$ cat config.mk
export PLATFORM = sky130hd
export DESIGN_NAME = integer_writeback_flat
export DESIGN_NICKNAME = d
export VERILOG_FILES = /design/src/rtl/integer_writeback_if.sv /design/src/rtl/integer_writeback.sv /design/src/flat_wrapper.sv
export SDC_FILE = /design/constraint.sdc
export NUM_CORES = 1
export LEC_CHECK = 0
export CAP_MARGIN = 5
export CORE_ASPECT_RATIO = 1.1
export CORE_UTILIZATION = 47
export CTS_BUF_LIST = sky130_fd_sc_hd__clkbuf_8
export CTS_CLUSTER_DIAMETER = 80
export DETAILED_ROUTE_END_ITERATION = 10
export PLACE_DENSITY = 0.82
export SYNTH_ARGS = -nofsm -noshare
export SYNTH_HDL_FRONTEND = slang
export SYNTH_SLANG_ARGS = --single-unit
$ cat constraint.sdc
create_clock -name CLK -period 3.2 [get_ports CLK]
set_clock_uncertainty 0.2 [all_clocks]
set_input_delay 0.48 -clock CLK [delete_from_list [all_inputs] [get_ports CLK]]
set_output_delay 0.48 -clock CLK [all_outputs]
set_load 0.005 [all_outputs]
$ cat src/rtl/integer_writeback_if.sv
// Bundle of every non-clock signal between the integer writeback stage and
// its neighbours: the issue side (decode + integer_ops flags and results),
// the register-file write port, the operand-forwarding lookup and the flag
// register outputs.
//
//   slave  : the writeback stage itself
//   master : whoever drives issue/results and consumes writes (decode/CPU)
//
// Signals
//   issue_en/issue_ready/issue_wr/issue_addr/issue_set_flags : issue handshake
//   alu_cf/alu_of/alu_zf       : integer_ops flags, valid in the issue cycle
//   dout_select, dout1..dout3  : integer_ops results, valid the cycle after issue
//   wr_valid/wr_ready/wr_addr/wr_data : register-file write port
//   rd_addr -> fwd_hit/fwd_data       : forwarding lookup
//   cf/of/zf, err_sel                 : flag register, sticky select error
interface integer_writeback_if #(
  parameter int WIDTH  = 16,
  parameter int ADDR_W = 4
);
  logic              issue_en;
  logic              issue_ready;
  logic              issue_wr;
  logic [ADDR_W-1:0] issue_addr;
  logic              issue_set_flags;
  logic              alu_cf;
  logic              alu_of;
  logic              alu_zf;
  logic [1:0]        dout_select;
  logic [WIDTH-1:0]  dout1;
  logic [WIDTH-1:0]  dout2;
  logic [WIDTH-1:0]  dout3;
  logic              wr_valid;
  logic              wr_ready;
  logic [ADDR_W-1:0] wr_addr;
  logic [WIDTH-1:0]  wr_data;
  logic [ADDR_W-1:0] rd_addr;
  logic              fwd_hit;
  logic [WIDTH-1:0]  fwd_data;
  logic              cf;
  logic              of;
  logic              zf;
  logic              err_sel;

  modport slave (
    input  issue_en, issue_wr, issue_addr, issue_set_flags,
    input  alu_cf, alu_of, alu_zf,
    input  dout_select, dout1, dout2, dout3,
    input  wr_ready, rd_addr,
    output issue_ready, wr_valid, wr_addr, wr_data,
    output fwd_hit, fwd_data, cf, of, zf, err_sel
  );

  modport master (
    output issue_en, issue_wr, issue_addr, issue_set_flags,
    output alu_cf, alu_of, alu_zf,
    output dout_select, dout1, dout2, dout3,
    output wr_ready, rd_addr,
    input  issue_ready, wr_valid, wr_addr, wr_data,
    input  fwd_hit, fwd_data, cf, of, zf, err_sel
  );
endinterface

$ cat src/rtl/integer_writeback.sv
// Integer writeback stage of the sha256crypt CPU.
//
// Follows each accepted integer op through the one-cycle latency of
// integer_ops, picks the result selected by dout_select, and queues the
// register write in a two-entry in-order buffer drained through a
// valid/ready write port. Also holds the CF/OF/ZF flag register (updated at
// issue time) and forwards the youngest pending result for rd_addr.
//
// Ports
//   CLK    : clock
//   RST_N  : synchronous reset, active-low
//   bus    : integer_writeback_if.slave (issue, results, write port,
//            forwarding, flags, err_sel)
module integer_writeback #(
  parameter int WIDTH  = 16,
  parameter int ADDR_W = 4
) (
  input  logic                CLK,
  input  logic                RST_N,
  integer_writeback_if.slave  bus
);

  // Result selection; select code 0 is illegal for a writing op and yields zero.
  function automatic logic [WIDTH-1:0] select_result(
    input logic [1:0]       sel,
    input logic [WIDTH-1:0] d1,
    input logic [WIDTH-1:0] d2,
    input logic [WIDTH-1:0] d3
  );
    case (sel)
      2'd1:    return d1;
      2'd2:    return d2;
      2'd3:    return d3;
      default: return '0;
    endcase
  endfunction

  // ---- issue stage (p0): one in-flight writing op awaiting its result ----
  logic              vld_p0;
  logic [ADDR_W-1:0] addr_p0;
  logic [WIDTH-1:0]  result_p0;

  // ---- buffer stage (p1): two-entry in-order write queue ----
  logic [ADDR_W-1:0] fifo_addr_p1 [2];
  logic [WIDTH-1:0]  fifo_data_p1 [2];
  logic              rd_ptr;
  logic              wr_ptr;
  logic [1:0]        count;

  logic cf_q, of_q, zf_q, err_q;
  logic accept, push, pop;
  logic tail_idx;
  logic issue_ready_w;
  logic wr_valid_w;

  // Admission only looks at registered occupancy so that issue_ready has no
  // combinational dependence on wr_ready. An accepted op occupies the slot now
  // and a queue entry next cycle, so at most one of the two places may be taken.
  always_comb begin
    issue_ready_w = 1'b0;
    if (count == 2'd0)
      issue_ready_w = 1'b1;
    else if (count == 2'd1 && !vld_p0)
      issue_ready_w = 1'b1;
  end

  assign accept     = bus.issue_en & issue_ready_w;
  assign result_p0  = select_result(bus.dout_select, bus.dout1, bus.dout2, bus.dout3);
  assign wr_valid_w = (count != 2'd0);
  assign push       = vld_p0;
  assign pop        = wr_valid_w & bus.wr_ready;
  assign tail_idx   = ~wr_ptr;

  // Control state: the only registers that reset.
  always_ff @(posedge CLK) begin
    if (!RST_N) begin
      vld_p0 <= 1'b0;
      count  <= 2'd0;
      rd_ptr <= 1'b0;
      wr_ptr <= 1'b0;
      cf_q   <= 1'b0;
      of_q   <= 1'b0;
      zf_q   <= 1'b0;
      err_q  <= 1'b0;
    end else begin
      vld_p0 <= accept & bus.issue_wr;

      if (push)
        wr_ptr <= ~wr_ptr;
      if (pop)
        rd_ptr <= ~rd_ptr;

      case ({push, pop})
        2'b10:   count <= count + 2'd1;
        2'b01:   count <= count - 2'd1;
        default: count <= count;
      endcase

      // Flags belong to the issue cycle, not to writeback.
      if (accept && bus.issue_set_flags) begin
        cf_q <= bus.alu_cf;
        of_q <= bus.alu_of;
        zf_q <= bus.alu_zf;
      end

      if (vld_p0 && bus.dout_select == 2'd0)
        err_q <= 1'b1;
    end
  end

  // Datapath registers: contents are only observed when qualified by
  // vld_p0 or count, so they are not reset.
  always_ff @(posedge CLK) begin
    if (accept && bus.issue_wr)
      addr_p0 <= bus.issue_addr;
    if (push) begin
      fifo_addr_p1[wr_ptr] <= addr_p0;
      fifo_data_p1[wr_ptr] <= result_p0;
    end
  end

  // ---- write port (p1 head) ----
  always_comb begin
    bus.wr_valid = wr_valid_w;
    bus.wr_addr  = '0;
    bus.wr_data  = '0;
    if (wr_valid_w) begin
      bus.wr_addr = fifo_addr_p1[rd_ptr];
      bus.wr_data = fifo_data_p1[rd_ptr];
    end
  end

  // Forwarding: later assignments override earlier ones, so the youngest
  // match wins (in-flight slot > queue tail > queue head). With one entry
  // queued head and tail are the same slot, so the head is only checked
  // separately when two entries are present.
  always_comb begin
    bus.fwd_hit  = 1'b0;
    bus.fwd_data = '0;
    if (count == 2'd2 && fifo_addr_p1[rd_ptr] == bus.rd_addr) begin
      bus.fwd_hit  = 1'b1;
      bus.fwd_data = fifo_data_p1[rd_ptr];
    end
    if (count != 2'd0 && fifo_addr_p1[tail_idx] == bus.rd_addr) begin
      bus.fwd_hit  = 1'b1;
      bus.fwd_data = fifo_data_p1[tail_idx];
    end
    if (vld_p0 && addr_p0 == bus.rd_addr) begin
      bus.fwd_hit  = 1'b1;
      bus.fwd_data = result_p0;
    end
  end

  assign bus.issue_ready = issue_ready_w;
  assign bus.cf          = cf_q;
  assign bus.of          = of_q;
  assign bus.zf          = zf_q;
  assign bus.err_sel     = err_q;

endmodule
$ cat src/flat_wrapper.sv
// flat-port wrapper written by rule: the top's interface ports become plain ports
module integer_writeback_flat 
#(
  parameter int WIDTH  = 16,
  parameter int ADDR_W = 4
)
  (CLK, RST_N, bus_issue_en, bus_issue_wr, bus_issue_addr, bus_issue_set_flags, bus_alu_cf, bus_alu_of, bus_alu_zf, bus_dout_select, bus_dout1, bus_dout2, bus_dout3, bus_wr_ready, bus_rd_addr, bus_issue_ready, bus_wr_valid, bus_wr_addr, bus_wr_data, bus_fwd_hit, bus_fwd_data, bus_cf, bus_of, bus_zf, bus_err_sel);
  integer_writeback_if #(.WIDTH(WIDTH), .ADDR_W(ADDR_W)) bus_i ();
  input  logic CLK;
  input  logic RST_N;
  input wire logic [$bits(bus_i.issue_en)-1:0] bus_issue_en;
  input wire logic [$bits(bus_i.issue_wr)-1:0] bus_issue_wr;
  input wire logic [$bits(bus_i.issue_addr)-1:0] bus_issue_addr;
  input wire logic [$bits(bus_i.issue_set_flags)-1:0] bus_issue_set_flags;
  input wire logic [$bits(bus_i.alu_cf)-1:0] bus_alu_cf;
  input wire logic [$bits(bus_i.alu_of)-1:0] bus_alu_of;
  input wire logic [$bits(bus_i.alu_zf)-1:0] bus_alu_zf;
  input wire logic [$bits(bus_i.dout_select)-1:0] bus_dout_select;
  input wire logic [$bits(bus_i.dout1)-1:0] bus_dout1;
  input wire logic [$bits(bus_i.dout2)-1:0] bus_dout2;
  input wire logic [$bits(bus_i.dout3)-1:0] bus_dout3;
  input wire logic [$bits(bus_i.wr_ready)-1:0] bus_wr_ready;
  input wire logic [$bits(bus_i.rd_addr)-1:0] bus_rd_addr;
  output wire logic [$bits(bus_i.issue_ready)-1:0] bus_issue_ready;
  output wire logic [$bits(bus_i.wr_valid)-1:0] bus_wr_valid;
  output wire logic [$bits(bus_i.wr_addr)-1:0] bus_wr_addr;
  output wire logic [$bits(bus_i.wr_data)-1:0] bus_wr_data;
  output wire logic [$bits(bus_i.fwd_hit)-1:0] bus_fwd_hit;
  output wire logic [$bits(bus_i.fwd_data)-1:0] bus_fwd_data;
  output wire logic [$bits(bus_i.cf)-1:0] bus_cf;
  output wire logic [$bits(bus_i.of)-1:0] bus_of;
  output wire logic [$bits(bus_i.zf)-1:0] bus_zf;
  output wire logic [$bits(bus_i.err_sel)-1:0] bus_err_sel;
  assign bus_i.issue_en = bus_issue_en;
  assign bus_i.issue_wr = bus_issue_wr;
  assign bus_i.issue_addr = bus_issue_addr;
  assign bus_i.issue_set_flags = bus_issue_set_flags;
  assign bus_i.alu_cf = bus_alu_cf;
  assign bus_i.alu_of = bus_alu_of;
  assign bus_i.alu_zf = bus_alu_zf;
  assign bus_i.dout_select = bus_dout_select;
  assign bus_i.dout1 = bus_dout1;
  assign bus_i.dout2 = bus_dout2;
  assign bus_i.dout3 = bus_dout3;
  assign bus_i.wr_ready = bus_wr_ready;
  assign bus_i.rd_addr = bus_rd_addr;
  assign bus_issue_ready = bus_i.issue_ready;
  assign bus_wr_valid = bus_i.wr_valid;
  assign bus_wr_addr = bus_i.wr_addr;
  assign bus_wr_data = bus_i.wr_data;
  assign bus_fwd_hit = bus_i.fwd_hit;
  assign bus_fwd_data = bus_i.fwd_data;
  assign bus_cf = bus_i.cf;
  assign bus_of = bus_i.of;
  assign bus_zf = bus_i.zf;
  assign bus_err_sel = bus_i.err_sel;
  integer_writeback #(.WIDTH(WIDTH), .ADDR_W(ADDR_W)) u_core (.CLK(CLK), .RST_N(RST_N), .bus(bus_i));
endmodule
==> run_results.csv, run 1 <==
group,metric,value,unit
pwr,power.total,0.002161,W
clock_network,root_buffer,"clkbuf_8",
clock_network,cts_inserted_buffers,5,
routing,wl,8049,µm
sta,worst_pin_slew,0.2609,ns
layout,area.sequential,0.001529,mm²
routing,drt-initial-drc-count,141,
worst_setup_path,regToRegSetupSlack,1.16,ns
global_route,grt_max_degree,24,
clock_network,hold_buffers,0,
layout,syn2layout_area_growth,46.89,%
layout,multiInputGateArea,0.001645,mm²
worst_setup_path,crit_arrival,2.43,ns
floorplanning,start_util,48.56,%
worst_setup_path,r2r_end,"u_core.count[0]",
synth,yosysTopAreaCell,"edfxtp_1",
routing,vias,2677,
worst_setup_path,crit_path_top_delay_cell,"dfxtp_4",
global_route,grt_pass1_wl,12050,µm
clock_network,clockBufferDepth,2,
routing,ant_nets,0,
synth,synth_ff_type,"edfxtp_1",
synth,syn-num-nets,359,
synth,seq_area_frac_synth,47.52,%
placement,dp_hpwl,5818,µm
worst_setup_path,r2r_start,"u_core.count[1]",
clock_network,cts_sinks,54,
min_path,whs_endpoint,"u_core.bus.err_sel",
clock_network,cts_tree,"yes",
floorplanning,core_area,0.006594,mm²
placement,finalWeightedCongestion,0.8143,
routing,drcViolationCount,0,
worst_setup_path,worstSetupPathType,"reg2out",
floorplanning,die_area,0.007147,mm²
layout,final_area,0.004703,mm²
min_path,holdPathStages,2,
sta,hold_viol,0,
synth,synth_cells,288,
placement,port_buffers,109,
floorplanning,ios,110,
placement,dp.cells,482,
worst_setup_path,crit_chain,"mux2i_4, mux2i_2, nand4_2, buf_6, buf_4, or3_4, a31oi_1, buf_2",
pwr,power.leakage,1.819,nW
routing,wire_per_inst,16.33,µm
floorplanning,die_x,80.70,µm
clock_network,clk_pin_slew,0.10,ns
synth,yosys.cell_types.count,31,
global_route,first_global_vias,2588,
global_route,antenna_found_initial,0,
synth,yosys-top-cells-area,"edfxtp_1 (41%), mux2_2 (11%), mux2i_1 (9.1%)",
layout,finalNonFillerCells,493,
synth,yosys_warnings,0,
sta,setup_viol,0,
worst_setup_path,path_max_fanout,7,
layout,diodes,0,
sta,fmax,321.1,MHz
layout,nNetsFinal,481,
floorplanning,fp-row-count,31,
worst_setup_path,slowest_delay,0.43,ns
worst_setup_path,required,2.52,ns
sta,tns,0,ns
sta,max_slew_margin,82.11,%
synth,ys_top_cells_by_count,"edfxtp_1 (44), nor2_1 (39), mux2_2 (32)",
pwr,vdd_drop_max,0.0003019,V
floorplanning,die_h,88.57,µm
clock_network,clk_latency,0.31,ns
routing,routed_via_density,5.430,
global_route,grt_overflow,0,
pwr,p_per_area,459.5,mW/mm²
synth,ys_async_sr_fraction,0,%
sta,rsz0062_at_grt,"true",
job,cap_violations,0,
layout,fill_cells,474,
sta,period_share,97.32,%
worst_setup_path,critPathLaunchType,"flip-flop",
layout,drive_gt1_share,22.63,%
clock_network,cts_htree_levels,2,
worst_setup_path,cp-end-kind,"output pin",
sta,slew_viol_final,0,
synth,syn_avg_cell_area,11.12,µm²
synth,synth_edf_count,44,
synth,synth_most_common_cell,"edfxtp_1",
status,status,"finished clean",
routing,first_pass_iters,4,
synth,synth_seq_cells,54,
synth,syn_area,0.003202,mm²
sta,fin_crit,3.114,ns
global_route,grt_use_total,22.64,%
placement,place_area,0.004477,mm²
sta,whs,0.3075,ns
min_path,hold_class,"reg2reg",
worst_setup_path,r2r_cells,7,
synth,yosys.area.top_type_share,41.27,%
min_path,hp-start,"u_core.bus.err_sel",
-- cell type report --
class                      count  share of cell area [%]
inverter                       4                  0.3192
timing repair buffer         136                   27.64
sequential                    54                   32.51
clock buffer                   5                   1.463
clock inverter                 3                  0.9045
multi-input combinational    209                   34.98
tap                           82                   2.181
-- critical path: cells and delay by family, from the launching register on --
kind            cells  cell delay [ns]
mux                 2             0.55
simple gates        2             0.53
buf+inv             3             0.45
flops               1             0.43
compound gates      1             0.17
-- registers in the layout, indices dropped and copies added, names as in the netlist, named ones only --
name,cells
u_core.fifo_data_p1,32
u_core.bus.cf,1
u_core.bus.zf,1
u_core.bus.err_sel,1
u_core.wr_ptr,1
u_core.addr_p0,4
u_core.rd_ptr,1
u_core.count,2
u_core.fifo_addr_p1,8
u_core.bus.of,1
u_core.push,1
-- through the flow --
step,setup slack [ns],util [%]
2_1_floorplan,0.7335,-
3_3_place_gp,-0.2006,67.89
3_5_place_dp,-0.2771,67.89
4_1_cts,-0.2149,69.56
5_1_grt,-0.03107,71.33
6_report,0.08566,71.33
-- how the worst max path moves through the flow --
stage                   startpoint          endpoint  slack [ns]
floorplan                flip-flop  bus_fwd_data[10]        0.73
CTS                 bus_rd_addr[2]   bus_fwd_data[9]       -0.21
finish                   flip-flop   bus_fwd_data[1]        0.09
detailed placement  bus_rd_addr[2]   bus_fwd_data[2]       -0.28
global route             flip-flop   bus_fwd_data[1]       -0.03
global placement    bus_rd_addr[2]   bus_fwd_data[1]       -0.20
-- layer usage --
layer | GRT usage, % | wire (µm)
met5 | 0 | 0
met4 | 9.740 | 192
met3 | 4.021 | 459
met2 | 39.45 | 4096
met1 | 27.52 | 3301
-- timing repair --
item / 4_1_cts / 5_1_grt
setup buffers: 0 / 3
pin swaps: 4 / 6
resized for setup: 16 / 44
endpoints found under the setup margin: 16 / 16
-- cell usage in the layout, fill, tap and decap left out, types with 4 or more instances in the layout --
master,synthesis,final
nor2b_1,8,8
or3_1,16,13
mux2i_2,0,4
nand2_1,18,18
dlymetal6s2s_1,0,7
edfxtp_1,44,44
dlygate4sd2_1,0,4
clkdlybuf4s50_1,0,92
mux2i_1,29,24
a22o_1,16,16
xor2_1,7,7
clkbuf_8,0,5
mux2_2,32,32
xnor2_1,6,6
and2_1,6,6
nor2_1,39,38
dfxtp_1,10,6
a31oi_1,16,13
buf_2,7,6
buf_4,1,23
-- power breakdown --
group,switching (W),total (W),internal (W)
clock,0.000227,0.000462,0.000234
combinational,0.000363,0.000832,0.000469
sequential,0.0000432,0.000868,0.000824
total,0.000633,0.00216,0.00153
-- logic make-up (layout without fill, tap and decap cells) --
logic type / Yosys count / after routing / synth area share (%)
and+or+nand+nor: 95 / 95 / 14.73
muxes: 61 / 61 / 20.32
DFF: 54 / 54 / 47.52
AOI/OAI and AO/OA: 36 / 36 / 8.284
buffers and inverters: 25 / 148 / 4.025
xor gates and xnor gates: 13 / 13 / 3.556
adders and majority gates: 4 / 4 / 1.563
Power figures use the tool's default switching activity.
==> run 2, diff against run 1 <==
- CORE_MARGIN: default -> 4
- CTS_CLUSTER_DIAMETER: 80 -> default
==> run 2 against run 1 <==
  * First-iteration DRC count up 5.7%
  * Non-clock buffer count up 5
  * Clock-buffer cell count unchanged
  * Sequential power about the same
  * Total power down 0.24%
==> run_results.csv, run 2 (synthesis results as in run 1) <==
group,metric,value,unit
status,status,"finished clean",
global_route,first_global_vias,2830,
layout,nNetsFinal,486,
placement,dp.cells,484,
layout,drive_gt1_share,24.04,%
sta,fmax,319.4,MHz
layout,multiInputGateArea,0.001605,mm²
sta,hold_viol,0,
routing,wire_per_inst,18.15,µm
floorplanning,die_area,0.008198,mm²
clock_network,clockBufferDepth,2,
sta,slew_viol_final,0,
worst_setup_path,cp-startpoint,"bus_rd_addr[2]",
clock_network,root_buffer,"clkbuf_8",
job,cap_violations,0,
min_path,hold_class,"reg2reg",
worst_setup_path,cp-end-kind,"output pin",
worst_setup_path,path_max_fanout,16,
clock_network,cts_sinks,54,
worst_setup_path,critPathBufInv,5,
sta,fin_crit,3.130,ns
clock_network,clk_latency,0.31,ns
global_route,grt_pass1_wl,13500,µm
placement,finalWeightedCongestion,0.8889,
floorplanning,die_h,94.57,µm
floorplanning,ios,110,
sta,max_slew_margin,58.57,%
worst_setup_path,regToRegSetupSlack,1.14,ns
pwr,p_per_area,462.6,mW/mm²
sta,worst_pin_slew,0.6207,ns
floorplanning,die_x,86.70,µm
global_route,antenna_found_initial,0,
floorplanning,core_area,0.006594,mm²
routing,first_pass_iters,4,
layout,largest_register,"u_core.fifo_data_p1",
placement,dp_hpwl,6685,µm
worst_setup_path,worstSetupPathType,"in2out",
global_route,grt_max_degree,20,
layout,area.sequential,0.001530,mm²
sta,setup_slack,0.06957,ns
worst_setup_path,crit_path_top_delay_cell,"clkdlybuf4s50_1",
sta,setup_viol,0,
clock_network,cts_tree,"yes",
layout,fill_cells,489,
routing,drcViolationCount,0,
placement,place_ws,-0.3166,ns
placement,port_buffers,109,
worst_setup_path,r2r_cells,8,
worst_setup_path,r2r_start,"u_core.count[0]",
routing,vias,2735,
clock_network,cts_inserted_buffers,5,
layout,diodes,0,
placement,place_area,0.004492,mm²
routing,wl,9041,µm
worst_setup_path,slowest_delay,0.51,ns
layout,largest_reg_flops,32,
worst_setup_path,crit_chain,"clkdlybuf4s50_1, buf_4, xnor2_1, nor4_4, buf_6, buf_4, nand3b_1, clkdlybuf4s50_1",
worst_setup_path,crit_end,"bus_fwd_hit",
sta,period_share,97.83,%
layout,syn2layout_area_growth,45.56,%
routing,drt-initial-drc-count,149,
worst_setup_path,required,2.52,ns
routing,ant_nets,0,
pwr,vdd_drop_max,0.0002911,V
layout,layout_commonest_cell,"clkdlybuf4s50_1",
worst_setup_path,crit_arrival,2.45,ns
worst_setup_path,critPathLaunchType,"input pin",
sta,rsz0062_at_grt,"true",
clock_network,clk_pin_slew,0.09,ns
global_route,grt_use_total,21.29,%
layout,final_cell_mix,"clkdlybuf4s50_1 (93), edfxtp_1 (44), nor2_1 (38)",
worst_setup_path,critical_path_cell_count,8,
worst_setup_path,critical-path-top-delay-family,"buffers and inverters",
layout,reg.largest.list,"u_core.fifo_data_p1 x32, u_core.fifo_addr_p1 x8, u_core.addr_p0 x4",
floorplanning,start_util,48.56,%
global_route,grt_overflow,0,
clock_network,cts_htree_levels,2,
routing,routed_via_density,5.492,
layout,final_util,70.68,%
worst_setup_path,r2r_end,"u_core.count[1]",
layout,finalNonFillerCells,498,
pwr,power.leakage,1.700,nW
layout,final_area,0.004661,mm²
pwr,power.total,0.002156,W
floorplanning,fp-row-count,31,
run 2: cell types whose count changed in the layout (fill, tap and decap cells not counted), moves of 3 or more:
cell	change
buf_2	-6
clkdlybuf4s15_1	+4
dlygate4sd2_1	-4
dlymetal6s2s_1	-7
or3_4	-3
buf_4	+4
or3_1	+3
a31oi_2	+4
clkbuf_2	+12
run 2: cell type report:
type / instances / area share [%]
clock buffer: 5 / 1.477
clock inverter: 3 / 0.8591
inverter: 4 / 0.3221
multi-input combinational: 209 / 34.44
sequential: 54 / 32.83
tap: 82 / 2.201
timing repair buffer: 141 / 27.87
run 2: worst min path at each step:
stage | slack [ns] | cells past startpoint | start | to
floorplan | 0.27 | 0 | u_core.addr_p0[0] | u_core.fifo_addr_p1[0][0]
global placement | 0.28 | 2 | u_core.bus.err_sel | u_core.bus.err_sel
detailed placement | 0.28 | 0 | u_core.addr_p0[3] | u_core.fifo_addr_p1[0][3]
CTS | 0.30 | 0 | u_core.addr_p0[3] | u_core.fifo_addr_p1[0][3]
global route | 0.33 | 0 | u_core.addr_p0[3] | u_core.fifo_addr_p1[0][3]
finish | 0.30 | 0 | u_core.addr_p0[3] | u_core.fifo_addr_p1[0][3]
run 2: per-layer routing:
layer	part of all wire [%]	wire, µm	global-route usage (%)	up-vias
met5	0	0	0	-
met3	7.3	663	3.316	14
met1	38	3435	23.91	1307
met2	53	4777	40.43	110
met4	1.8	165	7.143	0
li1	-	-	-	1304
run 2: report_power, final:
part / total (W) / internal (W) / switching [W]
Clock: 0.000447 / 0.000230 / 0.000217
Combinational: 0.000840 / 0.000466 / 0.000374
Sequential: 0.000869 / 0.000824 / 0.0000445
Total: 0.00216 / 0.00152 / 0.000635
run 2: metrics by stage:
step                TNS [ns]  hold WS (ns)
floorplan                  0        0.2659
global placement      -3.052        0.2763
detailed placement    -3.800        0.2778
CTS                 -0.01766        0.2992
global route        -0.03332        0.3337
finish                     0        0.2987
run 2: timing repair:
action,in CTS,in global routing
hold buffers,0,0
pin swaps,3,10
setup endpoints to repair,17,17
gates resized for setup,25,38
buffers inserted,0,6
==> run 3, diff against run 2 <==
- GPL_ROUTABILITY_DRIVEN: default -> 0
- SLEW_MARGIN: default -> 30
==> results of run 3 <==
Final layout, timing and power as in run 2 (identical DEF).
